===== src/rtl/node_route_sequencer_if.sv =====
`default_nettype none
// ============================================================================
// Module      : node_route_sequencer_if
// Description : Control, sensor, route-table and status bundle of the
//               node route sequencer.
// Revision    : 1.0 - initial release
// ============================================================================
interface node_route_sequencer_if;
    logic       start;
    logic       stop;
    logic [2:0] line_sensor;
    logic       wr_en;
    logic [3:0] wr_addr;
    logic [3:0] wr_data;
    logic [4:0] route_len;
    logic       robot_enabled;
    logic [1:0] turn_direction;
    logic       activate_pick_operation;
    logic       activate_place_operation;
    logic [3:0] node_index;
    logic       route_done;

    modport slave (
        input  start, stop, line_sensor, wr_en, wr_addr, wr_data, route_len,
        output robot_enabled, turn_direction, activate_pick_operation,
               activate_place_operation, node_index, route_done
    );

    modport master (
        output start, stop, line_sensor, wr_en, wr_addr, wr_data, route_len,
        input  robot_enabled, turn_direction, activate_pick_operation,
               activate_place_operation, node_index, route_done
    );
endinterface
`default_nettype wire


===== src/rtl/node_route_sequencer.sv =====
`default_nettype none
// ============================================================================
// Module      : node_route_sequencer
// Description : Walks a 16-entry route table node by node, issuing turn codes
//               and timed pick/place requests from debounced line sensors.
// Revision    : 1.0 - initial release
// ============================================================================
module node_route_sequencer #(
    parameter int DEBOUNCE  = 4,
    parameter int OP_CYCLES = 1000
) (
    input  wire logic             clk,
    input  wire logic             reset,
    node_route_sequencer_if.slave bus
);
    localparam int DBW = $clog2(DEBOUNCE + 1);
    localparam int OPW = $clog2(OP_CYCLES + 1);

    localparam logic [1:0] S_IDLE    = 2'd0;
    localparam logic [1:0] S_RUN     = 2'd1;
    localparam logic [1:0] S_OPERATE = 2'd2;
    localparam logic [1:0] S_DONE    = 2'd3;

    logic [1:0]     state_q, state_d;
    logic [3:0]     tbl_q [16];
    logic [3:0]     node_index_q, node_index_d;
    logic [4:0]     len_q, len_d;
    logic           armed_q, armed_d;
    logic [DBW-1:0] ent_cnt_q, ent_cnt_d;
    logic [DBW-1:0] exit_cnt_q, exit_cnt_d;
    logic [OPW-1:0] op_cnt_q, op_cnt_d;
    logic           op_place_q, op_place_d;
    logic [1:0]     turn_q, turn_d;

    logic [4:0] w_len_eff;
    logic       w_on_node;
    logic       w_entry;
    logic       w_exit;
    logic       w_is_last;
    logic [1:0] w_op;
    logic       w_tbl_wr;

    assign w_len_eff = (bus.route_len > 5'd16) ? 5'd16 : bus.route_len;
    assign w_on_node = (bus.line_sensor == 3'b111);
    assign w_entry   = (state_q == S_RUN) && armed_q && w_on_node &&
                       (ent_cnt_q == DBW'(DEBOUNCE - 1));
    assign w_exit    = (state_q == S_RUN) && !armed_q && !w_on_node &&
                       (exit_cnt_q == DBW'(DEBOUNCE - 1));
    assign w_is_last = ({1'b0, node_index_q} == (len_q - 5'd1));
    assign w_op      = tbl_q[node_index_q][1:0];
    assign w_tbl_wr  = bus.wr_en && ((state_q == S_IDLE) || (state_q == S_DONE));

    always_ff @(posedge clk or posedge reset) begin
        if (reset) begin
            state_q      <= S_IDLE;
            node_index_q <= 4'd0;
            len_q        <= 5'd0;
            armed_q      <= 1'b1;
            ent_cnt_q    <= '0;
            exit_cnt_q   <= '0;
            op_cnt_q     <= '0;
            op_place_q   <= 1'b0;
            turn_q       <= 2'b11;
            for (int i = 0; i < 16; i++) begin
                tbl_q[i] <= 4'b1100;
            end
        end else begin
            state_q      <= state_d;
            node_index_q <= node_index_d;
            len_q        <= len_d;
            armed_q      <= armed_d;
            ent_cnt_q    <= ent_cnt_d;
            exit_cnt_q   <= exit_cnt_d;
            op_cnt_q     <= op_cnt_d;
            op_place_q   <= op_place_d;
            turn_q       <= turn_d;
            if (w_tbl_wr) begin
                tbl_q[bus.wr_addr] <= bus.wr_data;
            end
        end
    end

    always_comb begin
        state_d      = state_q;
        node_index_d = node_index_q;
        len_d        = len_q;
        armed_d      = armed_q;
        ent_cnt_d    = '0;
        exit_cnt_d   = '0;
        op_cnt_d     = op_cnt_q;
        op_place_d   = op_place_q;
        turn_d       = turn_q;

        case (state_q)
            S_IDLE, S_DONE: begin
                if (bus.start) begin
                    if (w_len_eff != 5'd0) begin
                        state_d      = S_RUN;
                        node_index_d = 4'd0;
                        armed_d      = 1'b1;
                        len_d        = w_len_eff;
                    end else begin
                        state_d = S_DONE;
                    end
                end
            end
            S_RUN: begin
                // Only one debounce sequence runs at a time, selected by armed.
                if (armed_q) begin
                    ent_cnt_d = (w_on_node && !w_entry) ? ent_cnt_q + 1'b1 : '0;
                    if (w_entry) begin
                        armed_d = 1'b0;
                        if ((w_op == 2'b01) || (w_op == 2'b10)) begin
                            state_d    = S_OPERATE;
                            op_cnt_d   = OPW'(OP_CYCLES);
                            op_place_d = (w_op == 2'b10);
                        end else if (w_is_last) begin
                            state_d = S_DONE;
                        end
                    end
                end else begin
                    exit_cnt_d = (!w_on_node && !w_exit) ? exit_cnt_q + 1'b1 : '0;
                    if (w_exit) begin
                        armed_d      = 1'b1;
                        node_index_d = node_index_q + 4'd1;
                    end
                end
            end
            S_OPERATE: begin
                if (op_cnt_q <= OPW'(1)) begin
                    op_cnt_d = '0;
                    state_d  = w_is_last ? S_DONE : S_RUN;
                end else begin
                    op_cnt_d = op_cnt_q - 1'b1;
                end
            end
            default: state_d = S_IDLE;
        endcase

        if (bus.stop) begin
            state_d  = S_IDLE;
            op_cnt_d = '0;
        end

        // Turn code is a registered lookup, so it trails node_index by a cycle.
        if (state_d == S_IDLE) begin
            turn_d = 2'b11;
        end else if (state_q == S_RUN) begin
            turn_d = tbl_q[node_index_q][3:2];
        end
    end

    always_comb begin
        bus.robot_enabled            = (state_q == S_RUN) || (state_q == S_OPERATE);
        bus.turn_direction           = turn_q;
        bus.activate_pick_operation  = (state_q == S_OPERATE) && !op_place_q;
        bus.activate_place_operation = (state_q == S_OPERATE) && op_place_q;
        bus.node_index               = node_index_q;
        bus.route_done               = (state_q == S_DONE);
    end
endmodule
`default_nettype wire


===== src/flat_wrapper.sv =====
// flat-port wrapper written by rule: the top's interface ports become plain ports
module node_route_sequencer_flat 
#(
    parameter int DEBOUNCE  = 4,
    parameter int OP_CYCLES = 1000
)
  (clk, reset, bus_start, bus_stop, bus_line_sensor, bus_wr_en, bus_wr_addr, bus_wr_data, bus_route_len, bus_robot_enabled, bus_turn_direction, bus_activate_pick_operation, bus_activate_place_operation, bus_node_index, bus_route_done);
  node_route_sequencer_if bus_i ();
  input  wire logic clk;
  input  wire logic reset;
  input wire logic [$bits(bus_i.start)-1:0] bus_start;
  input wire logic [$bits(bus_i.stop)-1:0] bus_stop;
  input wire logic [$bits(bus_i.line_sensor)-1:0] bus_line_sensor;
  input wire logic [$bits(bus_i.wr_en)-1:0] bus_wr_en;
  input wire logic [$bits(bus_i.wr_addr)-1:0] bus_wr_addr;
  input wire logic [$bits(bus_i.wr_data)-1:0] bus_wr_data;
  input wire logic [$bits(bus_i.route_len)-1:0] bus_route_len;
  output wire logic [$bits(bus_i.robot_enabled)-1:0] bus_robot_enabled;
  output wire logic [$bits(bus_i.turn_direction)-1:0] bus_turn_direction;
  output wire logic [$bits(bus_i.activate_pick_operation)-1:0] bus_activate_pick_operation;
  output wire logic [$bits(bus_i.activate_place_operation)-1:0] bus_activate_place_operation;
  output wire logic [$bits(bus_i.node_index)-1:0] bus_node_index;
  output wire logic [$bits(bus_i.route_done)-1:0] bus_route_done;
  assign bus_i.start = bus_start;
  assign bus_i.stop = bus_stop;
  assign bus_i.line_sensor = bus_line_sensor;
  assign bus_i.wr_en = bus_wr_en;
  assign bus_i.wr_addr = bus_wr_addr;
  assign bus_i.wr_data = bus_wr_data;
  assign bus_i.route_len = bus_route_len;
  assign bus_robot_enabled = bus_i.robot_enabled;
  assign bus_turn_direction = bus_i.turn_direction;
  assign bus_activate_pick_operation = bus_i.activate_pick_operation;
  assign bus_activate_place_operation = bus_i.activate_place_operation;
  assign bus_node_index = bus_i.node_index;
  assign bus_route_done = bus_i.route_done;
  node_route_sequencer #(.DEBOUNCE(DEBOUNCE), .OP_CYCLES(OP_CYCLES)) u_core (.clk(clk), .reset(reset), .bus(bus_i));
endmodule

===== config.mk =====
export PLATFORM = sky130hd
export DESIGN_NAME = node_route_sequencer_flat
export DESIGN_NICKNAME = d
export VERILOG_FILES = /design/src/rtl/node_route_sequencer_if.sv /design/src/rtl/node_route_sequencer.sv /design/src/flat_wrapper.sv
export SDC_FILE = /design/constraint.sdc
export NUM_CORES = 1
export LEC_CHECK = 0
export ABC_AREA = 1
export CELL_PAD_IN_SITES_DETAIL_PLACEMENT = 0
export CELL_PAD_IN_SITES_GLOBAL_PLACEMENT = 1
export CORE_MARGIN = 5
export CORE_UTILIZATION = 30
export CTS_CLUSTER_DIAMETER = 30
export CTS_CLUSTER_SIZE = 40
export DETAILED_ROUTE_END_ITERATION = 8
export PLACE_DENSITY = 0.62
export SYNTH_ARGS = -nofsm -noshare
export SYNTH_HDL_FRONTEND = slang
export SYNTH_SLANG_ARGS = --single-unit

===== constraint.sdc =====
create_clock -name clk -period 10 [get_ports clk]
set_input_delay 3 -clock clk [delete_from_list [all_inputs] [get_ports clk]]
set_output_delay 3 -clock clk [all_outputs]
set_load 0.02 [all_outputs]

==> results.json <==
{
  "setup_total_negative_slack_ps": 0,
  "initial_core_util_pct": 30.4,
  "numCtsBuffers": 9,
  "vdd_drop_max_uv": 106,
  "met1_capacity_usage_during_global_routing_pct": 22.2,
  "rows": 46,
  "path_class": "reg2out",
  "count_of_flip_flops_with_a_built_in_enable_after_synthesis": 0,
  "synth-async-reset-ratio_pct": 100,
  "run_status": "completed",
  "via_count": 4050,
  "most-common-layout-cells": "sky130_fd_sc_hd__nand2_1, sky130_fd_sc_hd__o21ai_0, sky130_fd_sc_hd__nor2_1",
  "antenna_left": 0,
  "routed_via_density": 4.82,
  "synth_top_cells_by_area": "sky130_fd_sc_hd__dfrtp_1, sky130_fd_sc_hd__dfstp_2, sky130_fd_sc_hd__nand2_1, sky130_fd_sc_hd__o21ai_0, sky130_fd_sc_hd__nor2_1",
  "post_cts_resize_count": 0,
  "grtUsageMet3_pct": 2.52,
  "static-leakage-power_nw": 2.54,
  "timing.critical_path.arrival_ps": 2200,
  "htree_levels": 3,
  "core_area_sq_um": 15800,
  "place_inst": 824,
  "grt_most_used_layer": "met1",
  "synth_top_area_cell": "sky130_fd_sc_hd__dfrtp_1",
  "n_fill_cell": 1691,
  "multi_input_comb_area_sq_um": 2060,
  "syn-mean-instance-area_sq_um": 8.08,
  "period_share_pct": 52.0,
  "worst-r2r-setup-slack_ps": 6790,
  "clock_tree.root_cell": "sky130_fd_sc_hd__clkbuf_16",
  "slew_headroom_pct": 36.8,
  "remaining_drc_errors": 0,
  "path_clk_slew_ps": 70,
  "cts.hold.buffers_added": 0,
  "yosysTopAreaCellShare_pct": 31.3,
  "end_kind": "primary output",
  "pre_repair_dr_iteration_count": 4,
  "postSynthCellCount": 594,
  "synth-seq-area-share_pct": 50.5,
  "use_met2_pct": 22.0,
  "post-dp-hpwl_microns": 9110,
  "critical_path_peak_fanout": 10,
  "synth-main-ff-cell": "sky130_fd_sc_hd__dfrtp_1",
  "min_path_type": "reg2reg",
  "port_buffers": 30,
  "clock_sinks": 95,
  "syn_nets": 627,
  "timing.final.hold_violations": 0,
  "yosys.cell_types.count": 36,
  "first_global_vias": 4056,
  "holdCritStartpoint": "u_core.ent_cnt_q[0]",
  "final_common_cell": "sky130_fd_sc_hd__nand2_1",
  "cts_tree": "done",
  "cts-root-to-sink-buffers": 2,
  "final_cells": 840,
  "post_cts_buffers": 0,
  "die-height_microns": 136,
  "num_io_pins": 31,
  "p_per_area_nw_per_um2": 306,
  "area.growth.synth_to_final_pct": 16.7,
  "initial_antenna_violation_count": 0,
  "detailedRoute.firstIterationViolations": 249,
  "totalWireLength_microns": 13200,
  "layout.area.seq_sq_um": 2420,
  "fin_nets": 652,
  "clock_insertion_delay_worst_skew_ps": 350,
  "reg2reg_from": "u_core.bus.node_index[0]",
  "post_route_cells_drive_above_1_share_pct": 10.7,
  "final_core_util_pct": 35.5,
  "design.die.area_sq_um": 18600,
  "synth-seq-cells": 95,
  "first_pass_grt_wire_length_microns": 21800,
  "setup.worst_path.start": "u_core.state_q[0]",
  "die_w_microns": 136,
  "final.setup_skew_ps": 13.2,
  "antennaDiodeCount": 0,
  "final_worst_path_period_need_ps": 5200,
  "grt_use_total_pct": 15.1,
  "syn_area_sq_um": 4800,
  "grt-ovfl-total": 0,
  "achievable_frequency_mhz": 192,
  "drv.max_cap_violation_count": 0,
  "wire_per_inst_microns": 15.7,
  "routability_driven_placement_congestion_ratio": 0.796,
  "synth-warning-count": 0,
  "critPathRequiredTime_ps": 7000,
  "tightest_slew_ps": 947,
  "setup_viol": 0,
  "rsz0062_at_grt": "no",
  "total_power_mw": 1.71,
  "grt_start_max_net_pins": 76,
  "critical_path.startpoint_type": "flip-flop",
  "finalMaxSlewViolations": 0
}
-- power breakdown --
group	internal [mW]	leakage (nW)	switching, mW
Clock	0.196	0.149	0.156
Sequential	0.591	1.15	0.102
Combinational	0.238	1.25	0.430
-- synthesized netlist by cell type, types with 2 or more instances --
library cell	instances
sky130_fd_sc_hd__a31oi_1	2
sky130_fd_sc_hd__a21oi_1	3
sky130_fd_sc_hd__nand2_1	151
sky130_fd_sc_hd__nor2_1	62
sky130_fd_sc_hd__o211ai_1	4
sky130_fd_sc_hd__dfrtp_1	60
sky130_fd_sc_hd__xor2_1	4
sky130_fd_sc_hd__o221ai_1	12
sky130_fd_sc_hd__o21ai_1	2
sky130_fd_sc_hd__ha_1	12
sky130_fd_sc_hd__buf_2	3
sky130_fd_sc_hd__o22ai_1	5
sky130_fd_sc_hd__nor3_1	7
sky130_fd_sc_hd__buf_4	2
sky130_fd_sc_hd__dfstp_2	35
sky130_fd_sc_hd__inv_1	57
sky130_fd_sc_hd__clkbuf_1	13
sky130_fd_sc_hd__o21ai_0	107
sky130_fd_sc_hd__o31ai_1	4
sky130_fd_sc_hd__nand3_1	30
sky130_fd_sc_hd__nor2_2	4
-- path summary, 6_finish.rpt --
check,to,cells past startpoint
worst min register to register,u_core.ent_cnt_q[0],1
worst max-delay path,bus_activate_pick_operation,5
worst max register to register,u_core.op_cnt_q[9],14
min in group asynchronous,u_core.len_q[0],2
max in group asynchronous,u_core.ent_cnt_q[2],3
worst min-delay path,u_core.ent_cnt_q[0],1
-- metal layers --
metal | up-vias | routed length [microns]
met5 | - | 0
li1 | 2013 | -
met2 | 89 | 5610
met1 | 1931 | 6740
met3 | 17 | 586
met4 | 0 | 260
-- sequential cells by signal, summed over array words and instances (netlist names) --
register,cells
u_core.len_q,5
u_core.state_q,2
u_core.op_cnt_q,10
u_core.tbl_q,64
u_core.armed_q,1
u_core.exit_cnt_q,3
u_core.bus.node_index,4
u_core.ent_cnt_q,3
u_core.bus.turn_direction,2
u_core.op_place_q,1
-- worst max-delay path, stage by stage (launching register included) --
cell,delay (ps)
sky130_fd_sc_hd__dfrtp_1,430
sky130_fd_sc_hd__inv_1,100
sky130_fd_sc_hd__ha_1,400
sky130_fd_sc_hd__inv_1,180
sky130_fd_sc_hd__nor2_1,120
sky130_fd_sc_hd__clkdlybuf4s50_1,610
-- logic make-up (layout without fill, tap and decap cells) --
kind of cell,Yosys count,in the layout,share of synthesized area [%]
AOI/OAI and AO/OA,143,143,16.8
DFF,95,95,50.5
xor gates and xnor gates,4,4,0.730
buffers and inverters,79,109,6.62
muxes,1,1,0.235
adders and majority gates,12,12,3.13
and+or+nand+nor,260,260,22.0
-- metrics by stage --
step           area [sq um]  hold WS [ps]  setup slack (ps)
2_1_floorplan          4800           410              4580
3_3_place_gp           5300           419              5080
3_5_place_dp           5300           429              5080
4_1_cts                5600           437              4780
5_1_grt                5600           445              4640
6_report               5600           432              4800
-- area by class of cell --
class / count / area share (%)
Clock inverter: 6 / 1.23
Tap cell: 216 / 4.83
Timing Repair Buffer: 33 / 5.77
Sequential cell: 95 / 43.2
Inverter: 60 / 4.09
Clock buffer: 10 / 4.09
Multi-Input combinational cell: 420 / 36.8
Note: power is estimated with default switching activity, not from simulation.
